<file path="config.mk">
export PLATFORM = sky130hd
export DESIGN_NAME = sseg_scan_driver_flat
export DESIGN_NICKNAME = d
export VERILOG_FILES = /design/src/rtl/sseg_scan_driver_if.sv /design/src/rtl/sseg_scan_driver.sv /design/src/flat_wrapper.sv
export SDC_FILE = /design/constraint.sdc
export NUM_CORES = 1
export LEC_CHECK = 0
export ABC_AREA = 1
export CAP_MARGIN = 20
export CORE_UTILIZATION = 30
export CTS_CLUSTER_SIZE = 8
export DETAILED_ROUTE_END_ITERATION = 10
export PLACE_DENSITY = 0.58
export SLEW_MARGIN = 10
export SYNTH_ARGS = -nofsm -noshare
export SYNTH_HDL_FRONTEND = slang
export SYNTH_SLANG_ARGS = --single-unit
</file>
<file path="constraint.sdc">
create_clock -name clk -period 3.65 [get_ports clk]
set_input_delay 1.095 -clock clk [delete_from_list [all_inputs] [get_ports clk]]
set_output_delay 1.095 -clock clk [all_outputs]
set_load 0.01 [all_outputs]
</file>
<file path="src/rtl/sseg_scan_driver_if.sv">
// Bundle between the datapath side and the seven-segment scan driver.
// The datapath (master) presents the value, the decimal-point mask, the load
// strobe and the blanking select. The driver (slave) returns the active-low
// panel drive and the frame pulse.
interface sseg_scan_driver_if;
  logic [15:0] value;
  logic [3:0]  dp_mask;
  logic        load;
  logic        lz_blank;
  logic [6:0]  sseg_cathode;
  logic        sseg_dp;
  logic [3:0]  sseg_anode;
  logic        frame_done;

  modport master (
    output value, dp_mask, load, lz_blank,
    input  sseg_cathode, sseg_dp, sseg_anode, frame_done
  );

  modport slave (
    input  value, dp_mask, load, lz_blank,
    output sseg_cathode, sseg_dp, sseg_anode, frame_done
  );
endinterface

</file>
<file path="src/rtl/sseg_scan_driver.sv">
// Time-multiplexed 4-digit hex display driver.
// A captured value is held in a shadow register. It is promoted to the
// visible register only at the end of a full scan, so a digit never shows
// part of an old value and part of a new one.
module sseg_scan_driver #(
  parameter int DIGIT_TICKS = 100000,
  parameter int CNT_W       = 17
) (
  input  logic           clk,
  input  logic           reset,
  sseg_scan_driver_if.slave bus
);

  localparam logic [CNT_W-1:0] LAST_COUNT = CNT_W'(DIGIT_TICKS - 1);

  logic [CNT_W-1:0] cnt;
  logic [1:0]       idx;
  logic             tick;
  logic             boundary;

  logic [15:0]      shadow_val;
  logic [3:0]       shadow_dp;
  logic             pending;
  logic [15:0]      disp_reg;
  logic [3:0]       disp_dp;

  logic [3:0]       nib;
  logic [6:0]       seg;
  logic             lead_zero;
  logic             blank;
  logic [3:0]       anode_next;
  logic [6:0]       cathode_next;
  logic             dp_next;

  assign tick     = (cnt == LAST_COUNT);
  assign boundary = tick && (idx == 2'd3);

  // Prescaler: sets how long each digit stays lit before the scan moves on.
  always_ff @(posedge clk or posedge reset) begin
    if (reset)     cnt <= '0;
    else if (tick) cnt <= '0;
    else           cnt <= cnt + 1'b1;
  end

  // Digit index: steps through digits 0..3 once per prescaler wrap.
  always_ff @(posedge clk or posedge reset) begin
    if (reset)     idx <= 2'd0;
    else if (tick) idx <= idx + 2'd1;
  end

  // Capture and frame-aligned promotion. A load on the boundary cycle goes
  // straight to the visible register, so nothing is left pending.
  always_ff @(posedge clk or posedge reset) begin
    if (reset) begin
      shadow_val <= '0;
      shadow_dp  <= '0;
      pending    <= 1'b0;
      disp_reg   <= '0;
      disp_dp    <= '0;
    end else begin
      if (bus.load) begin
        shadow_val <= bus.value;
        shadow_dp  <= bus.dp_mask;
      end
      if (boundary) begin
        if (bus.load) begin
          disp_reg <= bus.value;
          disp_dp  <= bus.dp_mask;
        end else if (pending) begin
          disp_reg <= shadow_val;
          disp_dp  <= shadow_dp;
        end
        pending <= 1'b0;
      end else if (bus.load) begin
        pending <= 1'b1;
      end
    end
  end

  // Select the current nibble and decide whether it is a leading zero.
  always_comb begin
    nib       = disp_reg[{idx, 2'b00} +: 4];
    lead_zero = 1'b0;
    unique case (idx)
      2'd0: lead_zero = 1'b0;
      2'd1: lead_zero = (disp_reg[15:4]  == 12'd0);
      2'd2: lead_zero = (disp_reg[15:8]  == 8'd0);
      2'd3: lead_zero = (disp_reg[15:12] == 4'd0);
    endcase
    blank = bus.lz_blank && lead_zero;
  end

  // Hex to active-low {g,f,e,d,c,b,a} segment pattern.
  always_comb begin
    seg = 7'h7F;
    unique case (nib)
      4'h0: seg = 7'h40;
      4'h1: seg = 7'h79;
      4'h2: seg = 7'h24;
      4'h3: seg = 7'h30;
      4'h4: seg = 7'h19;
      4'h5: seg = 7'h12;
      4'h6: seg = 7'h02;
      4'h7: seg = 7'h78;
      4'h8: seg = 7'h00;
      4'h9: seg = 7'h10;
      4'hA: seg = 7'h08;
      4'hB: seg = 7'h03;
      4'hC: seg = 7'h46;
      4'hD: seg = 7'h21;
      4'hE: seg = 7'h06;
      4'hF: seg = 7'h0E;
    endcase
  end

  // Next panel drive. A blanked digit turns off its anode, segments and point.
  always_comb begin
    anode_next   = ~(4'b0001 << idx);
    cathode_next = seg;
    dp_next      = ~disp_dp[idx];
    if (blank) begin
      anode_next   = 4'b1111;
      cathode_next = 7'h7F;
      dp_next      = 1'b1;
    end
  end

  // Output register: keeps the panel drive glitch-free and marks frame ends.
  always_ff @(posedge clk or posedge reset) begin
    if (reset) begin
      bus.sseg_anode   <= 4'b1111;
      bus.sseg_cathode <= 7'h7F;
      bus.sseg_dp      <= 1'b1;
      bus.frame_done   <= 1'b0;
    end else begin
      bus.sseg_anode   <= anode_next;
      bus.sseg_cathode <= cathode_next;
      bus.sseg_dp      <= dp_next;
      bus.frame_done   <= boundary;
    end
  end

endmodule

</file>
<file path="src/flat_wrapper.sv">
// flat-port wrapper written by rule: the top's interface ports become plain ports
module sseg_scan_driver_flat 
#(
  parameter int DIGIT_TICKS = 100000,
  parameter int CNT_W       = 17
)
  (clk, reset, bus_value, bus_dp_mask, bus_load, bus_lz_blank, bus_sseg_cathode, bus_sseg_dp, bus_sseg_anode, bus_frame_done);
  sseg_scan_driver_if bus_i ();
  input  logic clk;
  input  logic reset;
  input wire logic [$bits(bus_i.value)-1:0] bus_value;
  input wire logic [$bits(bus_i.dp_mask)-1:0] bus_dp_mask;
  input wire logic [$bits(bus_i.load)-1:0] bus_load;
  input wire logic [$bits(bus_i.lz_blank)-1:0] bus_lz_blank;
  output wire logic [$bits(bus_i.sseg_cathode)-1:0] bus_sseg_cathode;
  output wire logic [$bits(bus_i.sseg_dp)-1:0] bus_sseg_dp;
  output wire logic [$bits(bus_i.sseg_anode)-1:0] bus_sseg_anode;
  output wire logic [$bits(bus_i.frame_done)-1:0] bus_frame_done;
  assign bus_i.value = bus_value;
  assign bus_i.dp_mask = bus_dp_mask;
  assign bus_i.load = bus_load;
  assign bus_i.lz_blank = bus_lz_blank;
  assign bus_sseg_cathode = bus_i.sseg_cathode;
  assign bus_sseg_dp = bus_i.sseg_dp;
  assign bus_sseg_anode = bus_i.sseg_anode;
  assign bus_frame_done = bus_i.frame_done;
  sseg_scan_driver #(.DIGIT_TICKS(DIGIT_TICKS), .CNT_W(CNT_W)) u_core (.clk(clk), .reset(reset), .bus(bus_i));
endmodule
</file>
Word level (Yosys, flattened, before mapping). Memory sizes are Yosys's and may differ from the RTL's. Cells that the tools add are included.

Add/sub/neg operators: 2. $lt $le $gt $ge: 1. Eq/ne operators: 4. Shift operators: 2. Mux-type cells: 13. Bitwise operators: 2. Reduce and logical (&&, ||, !) cells: 9.

Operators with widths (number): 2-to-1 mux 16 bit (2); adder 17 x 1 -> 17 bit (second input constant) (1); == test 17 bit (second input constant) (1); 2-to-1 mux 17 bit (1); indexed part select 16 x 5 -> 4 bit (1); logical NOT 12 bit (1); 2-to-1 mux 4 bit (3); logical NOT 8 bit (1); 2-to-1 mux 7 bit (1); == test 2 bit (second input constant) (2); logical NOT 4 bit (1); 2-to-1 mux 1 bit (4); NOT 4 bit (1); case mux 1 bit (4 select lines) (1); nonzero test 2 bit (2); << shifter 1 x 2 -> 4 bit (first input constant) (1); < comparator 2 x 3 -> 1 bit (second input constant) (1); adder 2 x 1 -> 2 bit (second input constant) (1); binary-select mux 1 bit (select 2 bit) (1); == test 2 x 1 -> 1 bit (second input constant) (1); logical AND 1 bit (2); logical NOT 2 bit (1); AND reduction 2 bit (1); NOT 1 bit (1).

Bits in registers: 73. Memory bits (read-only): 112. Logic and storage cells: 45. Memories: 1.

Memory list: (name not given) (depth 16, width 7, read ports 1, clocked after Yosys merged registers in 0, write ports 0, RTL line sseg_scan_driver.sv:96) `unique case (nib)`.

Logic depth before layout (Yosys ltp).
Depth in word-level cells: 4. Gate-level depth with buffers: 10. Mapped depth without buffers: 10.

Least setup slack after synthesis. No wires, ideal clock.

Kind: input port to flip-flop. Start: in bus_load. End: reg u_core.disp_dp[2]. Library setup time: 66 ps. Arrival time: 1685 ps. Path slack: 1899 ps. Stages on the path: 6. Path through: inv_1 clkbuf_1 nand2_1 nand2_1 nand4_1 nand2_1.

Longest elaborated chain between the ends: 2. Elaborated cells between the ends (all ways): 3. Those cells by class: 1 x mux; 2 x reduce/logical.

Ends and longest elaborated chain: start, declared (RTL line flat_wrapper.sv:13) `input wire logic [$bits(bus_i.load)-1:0] bus_load;`; nonzero test 2 bit (no source line); AND reduction 2 bit (no source line); end signal, assigned (RTL line sseg_scan_driver.sv:68) `disp_dp <= bus.dp_mask;`; end signal, assigned (RTL line sseg_scan_driver.sv:71) `disp_dp <= shadow_dp;`; end, declared (RTL line sseg_scan_driver.sv:25) `logic [3:0] disp_dp;`.

Parallel ways exist; a longest one is shown, timed or not. A chain may end at the register's enable or synchronous reset.

Final worst setup path.
Start: in bus_load. End: reg u_core.disp_dp[3].

The elaborated chain is that of the path after synthesis.

==> results_tabular.tex <==
\begin{tabular}{lr}
\hline
Metric & Value \\
\hline
\multicolumn{2}{l}{\textbf{STA}} \\
Post-Route Setup TNS & 0 ns \\
Max-slew violations & 0 \\
Final worst clock skew & 0.006179 ns \\
Final Hold Violating Endpoints & 0 \\
Least setup slack across all paths after layout & 1.040 ns \\
RSZ-0062 raised after global routing & false \\
Transition time at the pin with the least slew margin & 0.7034 ns \\
Final Cycle Share & around 72\% \\
Endpoints failing setup & 0 \\
Relative slew slack & 52.98\% \\
Maximum clock frequency & 383.2 MHz \\
Shortest period the worst path allows & 2.610 ns \\
\multicolumn{2}{l}{\textbf{Floorplanning}} \\
Count of boundary I/O pins & 37 \\
Area of the die & 12730 µm² \\
FP Rows & 40 \\
Starting density of the core & 30.68\% \\
Core Box Area & 12010 µm² \\
Horizontal extent of the die & 112.8 µm \\
Height of the die & 112.8 µm \\
\multicolumn{2}{l}{\textbf{Route}} \\
Top routing layer in use & met4 \\
Initial DRT Pass Iterations & 4 \\
Via-to-Cell Ratio & 4.556 \\
Remaining number of nets flagged by the antenna check after routing & 0 \\
Routed met3 length & 302 µm \\
Total DRC errors in the routed layout & 0 \\
Met1 WL & 4039 µm \\
Via total after detailed routing & 2893 \\
Wirelength per Cell & around 12 µm \\
Number of DRC violations after detailed-routing iteration 0 & between 100 and 150 \\
Aggregate routed wire length & 7613 µm \\
Met2 routed wirelength & 3155 µm \\
\multicolumn{2}{l}{\textbf{Setup path}} \\
Slowest cell delay on critical path & 0.71 ns \\
Classification of the worst setup path & input port to register \\
Critical path launch point type & input port \\
Sequence of cells on the critical path & clkdlybuf4s50\_1 -> nor2\_1 -> inv\_1 -> nand3\_1 -> nand2\_1 -> nand2\_1 \\
Largest delay share family, worst path & simple AND/OR/NAND/NOR gates \\
Critical path's most frequent cell & sky130\_fd\_sc\_hd\_\_nand2\_1 \\
Arrival @ worst endpoint & about 2.8 ns \\
Cell type of the slowest stage on the worst timing path & sky130\_fd\_sc\_hd\_\_clkdlybuf4s50\_1 \\
Number of buffer and inverter instances along the worst setup path & 2 \\
Logic depth of the worst register-to-register path & 9 \\
Path length in cells of the critical path & 6 \\
Maximum fanout count along the critical path & 20 \\
Required time reported for the critical path endpoint & 3.87 ns \\
Critical Path End Type & register \\
\multicolumn{2}{l}{\textbf{Power}} \\
Power per Cell Area & about 400 nW/µm² \\
Clk pwr share & 48.9\% \\
Switching power total & 0.0003721 W \\
Part of the total power dissipated in combinational logic & $\sim$4.3\% \\
Peak VDD IR & 0.2594 mV \\
Sequential share of power & 46.8\% \\
Share of total power consumed by net switching & 20.86\% \\
Leakage power & 2.200 nW \\
Internal Power & around 0.0014 W \\
\multicolumn{2}{l}{\textbf{Placed design}} \\
Number of input and output port buffers inserted & 36 \\
Post-DP HPWL & 5414 µm \\
Cell area reported after detailed placement & 4138 µm² \\
DP Cell Count & 619 \\
Worst setup timing slack at the placement stage & between 0.6 and 0.7 ns \\
Final GP Congestion & between 0.7 and 0.8 \\
\multicolumn{2}{l}{\textbf{Job}} \\
Number of max-cap violations & 0 \\
\multicolumn{2}{l}{\textbf{Clocking}} \\
CTS HTree Levels & 3 \\
Largest buffer count on any clock path & 2 \\
Post-CTS Hold Fix Bufs & 0 \\
Worst skew pair latency & approximately 0.33 ns \\
Number of resized instances in the post-cts repair step & 0 \\
CTS tree & done \\
TritonCTS buffer count & 9 \\
Clock input transition at the sequential cells of the worst setup and hold paths & 0.06 ns \\
Root buffer cell & sky130\_fd\_sc\_hd\_\_clkbuf\_16 \\
Number of sinks handled by clock tree synthesis & 73 \\
Post-CTS Setup Repair Bufs & 0 \\
\multicolumn{2}{l}{\textbf{Yosys}} \\
Portion of the post-synthesis area used by sequential elements & 49.98\% \\
Asr flop ratio synth & 100.0\% \\
Library cell occupying the most area in the post-synthesis netlist & sky130\_fd\_sc\_hd\_\_dfrtp\_1 \\
Post-Synthesis Mean Instance Area & 8.262 µm² \\
Number of enable flip-flop cells after synthesis & 0 \\
Area of the mapped netlist & 3685 µm² \\
Yosys reg bits & 73 \\
List of most frequent post-synthesis cells & sky130\_fd\_sc\_hd\_\_nand2\_1, sky130\_fd\_sc\_hd\_\_dfrtp\_1, sky130\_fd\_sc\_hd\_\_nor2\_1 \\
Dominant register cell in the synthesized netlist & sky130\_fd\_sc\_hd\_\_dfrtp\_1 \\
Synthesized Nets & 482 \\
Dominant cell by count in the synthesized netlist & sky130\_fd\_sc\_hd\_\_nand2\_1 \\
Cell types with the largest area share after synthesis & sky130\_fd\_sc\_hd\_\_dfrtp\_1, sky130\_fd\_sc\_hd\_\_nand2\_1, sky130\_fd\_sc\_hd\_\_dfstp\_2, sky130\_fd\_sc\_hd\_\_nand3\_1, sky130\_fd\_sc\_hd\_\_ha\_1 \\
Area share of the largest cell type after synthesis & 41.43\% \\
Unique masters post-synth & 31 \\
Gate Count Post-Synth & around 450 \\
Count of synthesis-stage warnings from yosys & 0 \\
\multicolumn{2}{l}{\textbf{Final layout}} \\
Flip-flop count of the largest register, all copies and words added & 17 \\
Area added between synthesis and finish & 20.41\% \\
Antenna diode count & 0 \\
Net count reported at finish & 519 \\
Share of layout cells above drive strength 1 & between 10\% and 20\% \\
Count of placed standard cells in the final layout, fillers left out & 635 \\
Fin area & 4437 µm² \\
Finished Core Util & 36.94\% \\
\multicolumn{2}{l}{\textbf{Run status}} \\
Run status & complete, no violations \\
\multicolumn{2}{l}{\textbf{Worst hold path}} \\
Worst hold path stage count & 1 \\
Worst min-delay path category & register to register \\
\multicolumn{2}{l}{\textbf{GRT}} \\
Largest net degree at the start of global routing & 74 \\
Leftover overflow at the end of global routing & 0 \\
Total routing resource utilization after global routing & 13.10\% \\
Via count of the first global-routing pass & 2720 \\
Wire length of the first global-routing pass & about 13000 µm \\
Number of antenna violations at the first check in global routing & 0 \\
\hline
\end{tabular}
[area by class of cell]
cell class	count	area [µm²]
Clock buffer	12	246.5
Clock inverter	4	52.55
Fill cell	1231	7575
Inverter	39	146.4
Multi-Input combinational cell	319	1555
Sequential cell	73	1842
Tap cell	147	183.9
Timing Repair Buffer	41	410.4
[worst paths after layout]
| kind | startpoint | to | slack (ns) |
|---|---|---|---|
| max | bus_load | u_core.disp_dp[3] | 1.04 |
| min | u_core.cnt[0] | u_core.cnt[0] | 0.46 |
| max reg2reg | u_core.cnt[0] | u_core.disp_dp[3] | 1.35 |
| min reg2reg | u_core.cnt[0] | u_core.cnt[0] | 0.46 |
| max in group asynchronous | reset | u_core.bus.sseg_cathode[1] | 2.14 |
| min in group asynchronous | reset | u_core.cnt[8] | 1.16 |
[power groups by stage]
stage | clock network, W | logic [W] | registers (W)
floorplan | 0 | 0.0000380 | 0.000847
global placement | 0 | 0.0000787 | 0.000848
detailed placement | 0 | 0.0000800 | 0.000848
CTS | 0.000893 | 0.0000801 | 0.000835
global route | 0.000925 | 0.0000893 | 0.000836
finish | 0.000872 | 0.0000773 | 0.000835
[stage by stage]
stage	total power, W	hold WS [ns]
after floorplan	0.0008852	0.4284
after global placement	0.0009269	0.4450
after detailed placement	0.0009284	0.4537
after CTS	0.001808	0.4613
after global routing	0.001851	0.4936
final	0.001784	0.4643
[cells by family (layout without fill, tap and decap cells)]
group,after synthesis,in the layout,synth area share [%]
and+or+nand+nor,288,288,34.43
adders and majority gates,12,12,4.075
DFF,73,73,49.98
xor gates and xnor gates,10,10,2.377
AOI/OAI and AO/OA,9,9,1.324
buffers and inverters,54,96,7.810
[per-layer routing]
layer	vias to the layer above	global-route usage (%)
met5	-	0
met1	1343	19.19
li1	1482	-
met3	12	3.107
met2	56	18.89
met4	0	4.356
[layout by cell type (no fill, tap or decap), drive strengths merged]
master and instances:
nand2 174, dfrtp 61, nor2 39, inv 39, clkdlybuf4s50 36, nand3 36, nand4 24, ha 12
dfstp 12, clkbuf 12, nor3 10, xor2 9, o21ai 6, buf 5, nor3b 3, clkinv 3
nand3b 2, o21bai 1, a21oi 1, xnor2 1, o22ai 1, bufinv 1
(Power assumes the default switching activity.)
